===== src/rtl/multicycle_datapath.sv =====
// Register-transfer datapath for the multicycle RV32I core: PC/OldPC/IR/MDR/ALUOut,
// 32x32 register file, immediate extender, ALU and result/address muxing.
module multicycle_datapath #(
    parameter logic [31:0] RESET_PC = 32'h0000_0000
) (
    input  logic        clk,
    input  logic        reset,
    input  logic        pcwrite,
    input  logic        adrsource,
    input  logic        memwrite,
    input  logic        irwrite,
    input  logic        regwrite,
    input  logic [1:0]  imm_source,
    input  logic [1:0]  alu_source_a,
    input  logic [1:0]  alu_source_b,
    input  logic [2:0]  alu_control,
    input  logic [1:0]  resultsource,
    input  logic [31:0] mem_rdata,
    output logic [31:0] mem_addr,
    output logic [31:0] mem_wdata,
    output logic        mem_we,
    output logic [6:0]  opcode,
    output logic [2:0]  funct3,
    output logic        func7_bit5,
    output logic        zero
);
    logic [31:0]       pc, old_pc, ir, data_reg, alu_out;
    logic [31:0][31:0] rf;
    logic [31:0]       rd1, rd2, imm_ext, src_a, src_b, alu_result, result;

    assign opcode     = ir[6:0];
    assign funct3     = ir[14:12];
    assign func7_bit5 = ir[30];

    // Reads are combinational off IR, so they see the pre-write value on a write edge.
    assign rd1 = (ir[19:15] == 5'd0) ? 32'd0 : rf[ir[19:15]];
    assign rd2 = (ir[24:20] == 5'd0) ? 32'd0 : rf[ir[24:20]];

    always_comb begin
        imm_ext = 32'd0;
        case (imm_source)
            2'b00: imm_ext = {{20{ir[31]}}, ir[31:20]};
            2'b01: imm_ext = {{20{ir[31]}}, ir[31:25], ir[11:7]};
            2'b10: imm_ext = {{19{ir[31]}}, ir[31], ir[7], ir[30:25], ir[11:8], 1'b0};
            2'b11: imm_ext = {{11{ir[31]}}, ir[31], ir[19:12], ir[20], ir[30:21], 1'b0};
            default: imm_ext = 32'd0;
        endcase
    end

    always_comb begin
        src_a = 32'd0;
        case (alu_source_a)
            2'b00: src_a = pc;
            2'b01: src_a = old_pc;
            2'b10: src_a = rd1;
            default: src_a = 32'd0;
        endcase
    end

    always_comb begin
        src_b = 32'd0;
        case (alu_source_b)
            2'b00: src_b = rd2;
            2'b01: src_b = imm_ext;
            2'b10: src_b = 32'd4;
            default: src_b = 32'd0;
        endcase
    end

    always_comb begin
        alu_result = 32'd0;
        case (alu_control)
            3'b000: alu_result = src_a & src_b;
            3'b001: alu_result = src_a | src_b;
            3'b010: alu_result = src_a + src_b;
            3'b110: alu_result = src_a - src_b;
            3'b111: alu_result = {31'd0, $signed(src_a) < $signed(src_b)};
            default: alu_result = 32'd0;
        endcase
    end

    assign zero = (alu_result == 32'd0);

    always_comb begin
        result = 32'd0;
        case (resultsource)
            2'b00: result = alu_result;
            2'b01: result = data_reg;
            2'b10: result = alu_out;
            default: result = 32'd0;
        endcase
    end

    assign mem_addr  = adrsource ? result : pc;
    assign mem_wdata = rd2;
    assign mem_we    = memwrite;

    // Reset wins over every enable, so no write lands on a reset edge.
    always_ff @(posedge clk) begin
        if (reset) begin
            pc       <= RESET_PC;
            old_pc   <= 32'd0;
            ir       <= 32'd0;
            data_reg <= 32'd0;
            alu_out  <= 32'd0;
            rf       <= '0;
        end else begin
            alu_out  <= alu_result;
            data_reg <= mem_rdata;
            if (pcwrite)
                pc <= result;
            if (irwrite) begin
                ir     <= mem_rdata;
                old_pc <= pc;
            end
            if (regwrite && ir[11:7] != 5'd0)
                rf[ir[11:7]] <= result;
        end
    end
endmodule

===== config.mk =====
export PLATFORM = sky130hd
export DESIGN_NAME = multicycle_datapath
export DESIGN_NICKNAME = d
export VERILOG_FILES = /design/src/rtl/multicycle_datapath.sv
export SDC_FILE = /design/constraint.sdc
export NUM_CORES = 2
export LEC_CHECK = 0
export ABC_AREA = 1
export BUFFER_PORTS_ARGS = -buffer_cell sky130_fd_sc_hd__buf_2
export CORE_MARGIN = 8
export CORE_UTILIZATION = 40
export CTS_CLUSTER_SIZE = 10
export DETAILED_ROUTE_END_ITERATION = 8
export PLACE_DENSITY = 0.55
export SETUP_SLACK_MARGIN = 0.3
export SLEW_MARGIN = 25
export SYNTH_ARGS = -nofsm -noshare
export SYNTH_HDL_FRONTEND = slang
export SYNTH_SLANG_ARGS = --single-unit

===== constraint.sdc =====
create_clock -name clk -period 8.4 [get_ports clk]
set_input_delay 0.42 -clock clk [delete_from_list [all_inputs] [get_ports clk]]
set_output_delay 0.42 -clock clk [all_outputs]
set_load 0.03 [all_outputs]

==> flow_summary.toml <==
[clock_network]
ctsRootBufferMaster = "clkbuf_16"
cts_buffers = 148
htree_levels = 4
clk_latency_ps = 820
post_cts.repair.setup_buffers = 0
cts_tree = "yes"
path_clk_slew_ps = 60
cts_sinks = 1184
clockBufferDepth = 3

[finish]
syn_to_final_growth_pct = 9.326
layout_commonest_cell = "inv_1"
final_net_count = 11090
largest_register = "rf"
fillers = 18780
drive_gt1_frac = 0.06559
final_cell_mix = "inv_1, o21ai_0, a21oi_1, nor2_1, dfxtp_1"
finalNonFillerCells = 13370
largest_reg_flops = 1024

[synth]
ys_async_sr_fraction = 0
yosysWarnings = 0
synthFlopType = "dfxtp_1"
ys_seq_area_frac = 0.3342
synth_edf_count = 0
ys_types = 55
synth.avg_cell_area_um2 = 6.242
synth.net_count = 11510
synth_cells = 11360
syn_area_mm2 = 0.07092
ys_ff_latch = 1184

[sta]
fmax_ghz = 0.1287
setup_violations = 0
worst_slew_pin_slew_ps = 1344
hold_violations = 0
min_period_over_period = 0.9247
relSlewSlack = 0.1039
rsz0062_at_grt = "no"
finalCriticalPeriod_ps = 7768
fin_skew_ps = 35.13
slew_viol_final = 0
tns_ps = 0

[die]
num_io_pins = 127
dieArea_mm2 = 0.1910
start_util = 0.4027
dieHeight_um = 437.1
row_count = 154
die_w_um = 437.1
core_mm2 = 0.1761

[worst_setup_path]
cp.required_ps = 7980
crit_type = "flip-flop to output port"
worst-path-max-fanout = 18
cp_num_buf_inv = 7
critPathSlowestCell = "ha_1"
critPathMaxStageDelay_ps = 660
end_kind = "output port"
start_kind = "flip-flop"
reg2reg_slack_ps = 1630
critPathTopFamily = "simple AND/OR/NAND/NOR gates"
cpMostUsedCell = "nand2_1"
cp.arrival_ps = 7350

[power_and_ir_drop]
vdd_drop_max_mv = 0.1764
power_density_mw_per_mm2 = 194.7
power_mw = 15.09
p_leak_nw = 36.90

[global_route]
antenna_found_initial = 14
grt-ovfl-total = 0
grt_use_total = 0.3406
grt_pass1_wl_um = 491700
grt_max_degree = 214
grt_pass1_vias = 70020

[detailed_routing]
firstDrtPassIters = 6
wl_per_cell_um = 25.73
drc = 0
avgViaCountPerCell = 5.771
route.vias.total = 77150
drtAntennaViolNets = 0
wirelength_um = 344000
drt-initial-drc-count = 9966

[job]
drv_cap = 0

[min_path]
holdCritPathClass = "input pin to flip-flop"

[outcome]
status = "completed"

[placed_design]
dp.cells = 13100
numPortBuffers = 124
gp_congestion = 0.9969
dp_hpwl_um = 220100
[metal layers]
metal | up-vias | global-route usage | wire length, µm
li1 | 36020 | - | -
met1 | 36130 | 0.4615 | 145300
met2 | 4103 | 0.5137 | 145600
met3 | 899 | 0.06049 | 32130
met4 | 2 | 0.1842 | 20910
met5 | - | 0 | 20
[timing repair]
item,4_1_cts,5_1_grt
endpoints found under the setup margin,0,2
hold buffers,27,0
endpoints found under the hold margin,48,0
resized for setup,0,6
[per-stage QoR]
| step | instance area, µm² | util | hold slack (ps) | worst slack, ps |
|---|---|---|---|---|
| after floorplan | 70920 | - | 409.0 | 3702 |
| after global placement | 72740 | 0.4130 | 418.2 | 1561 |
| after detailed placement | 72740 | 0.4130 | 425.3 | 1614 |
| after CTS | 77470 | 0.4399 | 15.57 | 723.6 |
| after global routing | 77520 | 0.4402 | 29.02 | 370.0 |
| final | 77530 | 0.4402 | 53.16 | 632.3 |
[power breakdown]
| part | switching [mW] | internal, mW | leakage, nW | total, mW |
|---|---|---|---|---|
| combinational | 2.41 | 0.737 | 25.1 | 3.15 |
| clock | 2.62 | 3.51 | 2.17 | 6.13 |
| sequential | 0.0814 | 5.73 | 9.59 | 5.81 |
| total | 5.12 | 9.98 | 36.9 | 15.1 |
[kinds of logic (layout without fill, tap and decap cells)]
| family | count (synthesis) | after routing | synth area share |
|---|---|---|---|
| AOI/OAI and AO/OA | 3910 | 3910 | 0.2945 |
| and+or+nand+nor | 3179 | 3179 | 0.1875 |
| buffers and inverters | 2988 | 2649 | 0.1658 |
| DFF | 1184 | 1184 | 0.3342 |
| adders and majority gates | 100 | 100 | 0.01785 |
| muxes | 1 | 1 | 0.0001411 |
| other | 0 | 7 | 0 |
[worst paths after layout]
path,cells past startpoint,startpoint,end
min reg2reg,2,rf[12]$_SDFFE_PP0P_,rf[12]$_SDFFE_PP0P_
max reg2reg,27,ir[17]$_SDFFE_PP0P_,rf[732]$_SDFFE_PP0P_
min,2,reset,alu_out[24]$_SDFF_PP0_
max,28,ir[17]$_SDFFE_PP0P_,zero
[cell type report]
class,instances,area (µm²),share of cell area
clock buffers,216,4257,0.05490
flip-flops and latches,1184,23730,0.3061
clock inverters,17,195.2,0.002517
diodes,7,17.52,0.0002259
repair buffers,385,3064,0.03952
inverters,2031,7677,0.09902
multi-input cells,7190,35660,0.4600
well taps,2340,2928,0.03776
[cells in the mapped netlist (43+ instances only)]
| cell | instances | area, µm² |
|---|---|---|
| o211ai_1 | 227 | 1704 |
| buf_1 | 103 | 386.6 |
| o21ai_1 | 240 | 1201 |
| o22ai_1 | 88 | 550.5 |
| inv_1 | 1985 | 7451 |
| dfxtp_1 | 1184 | 23700 |
| o21ai_0 | 1752 | 8768 |
| nand4_1 | 59 | 369.1 |
| clkbuf_1 | 607 | 2278 |
| nand3_1 | 748 | 3744 |
| buf_2 | 184 | 920.9 |
| a21oi_1 | 1388 | 6947 |
| a31oi_1 | 43 | 269.0 |
| nor2_1 | 1301 | 4883 |
| ha_1 | 98 | 1226 |
| nand2_1 | 988 | 3709 |
| o21bai_1 | 69 | 518.0 |
Power figures use the tool's default switching activity.
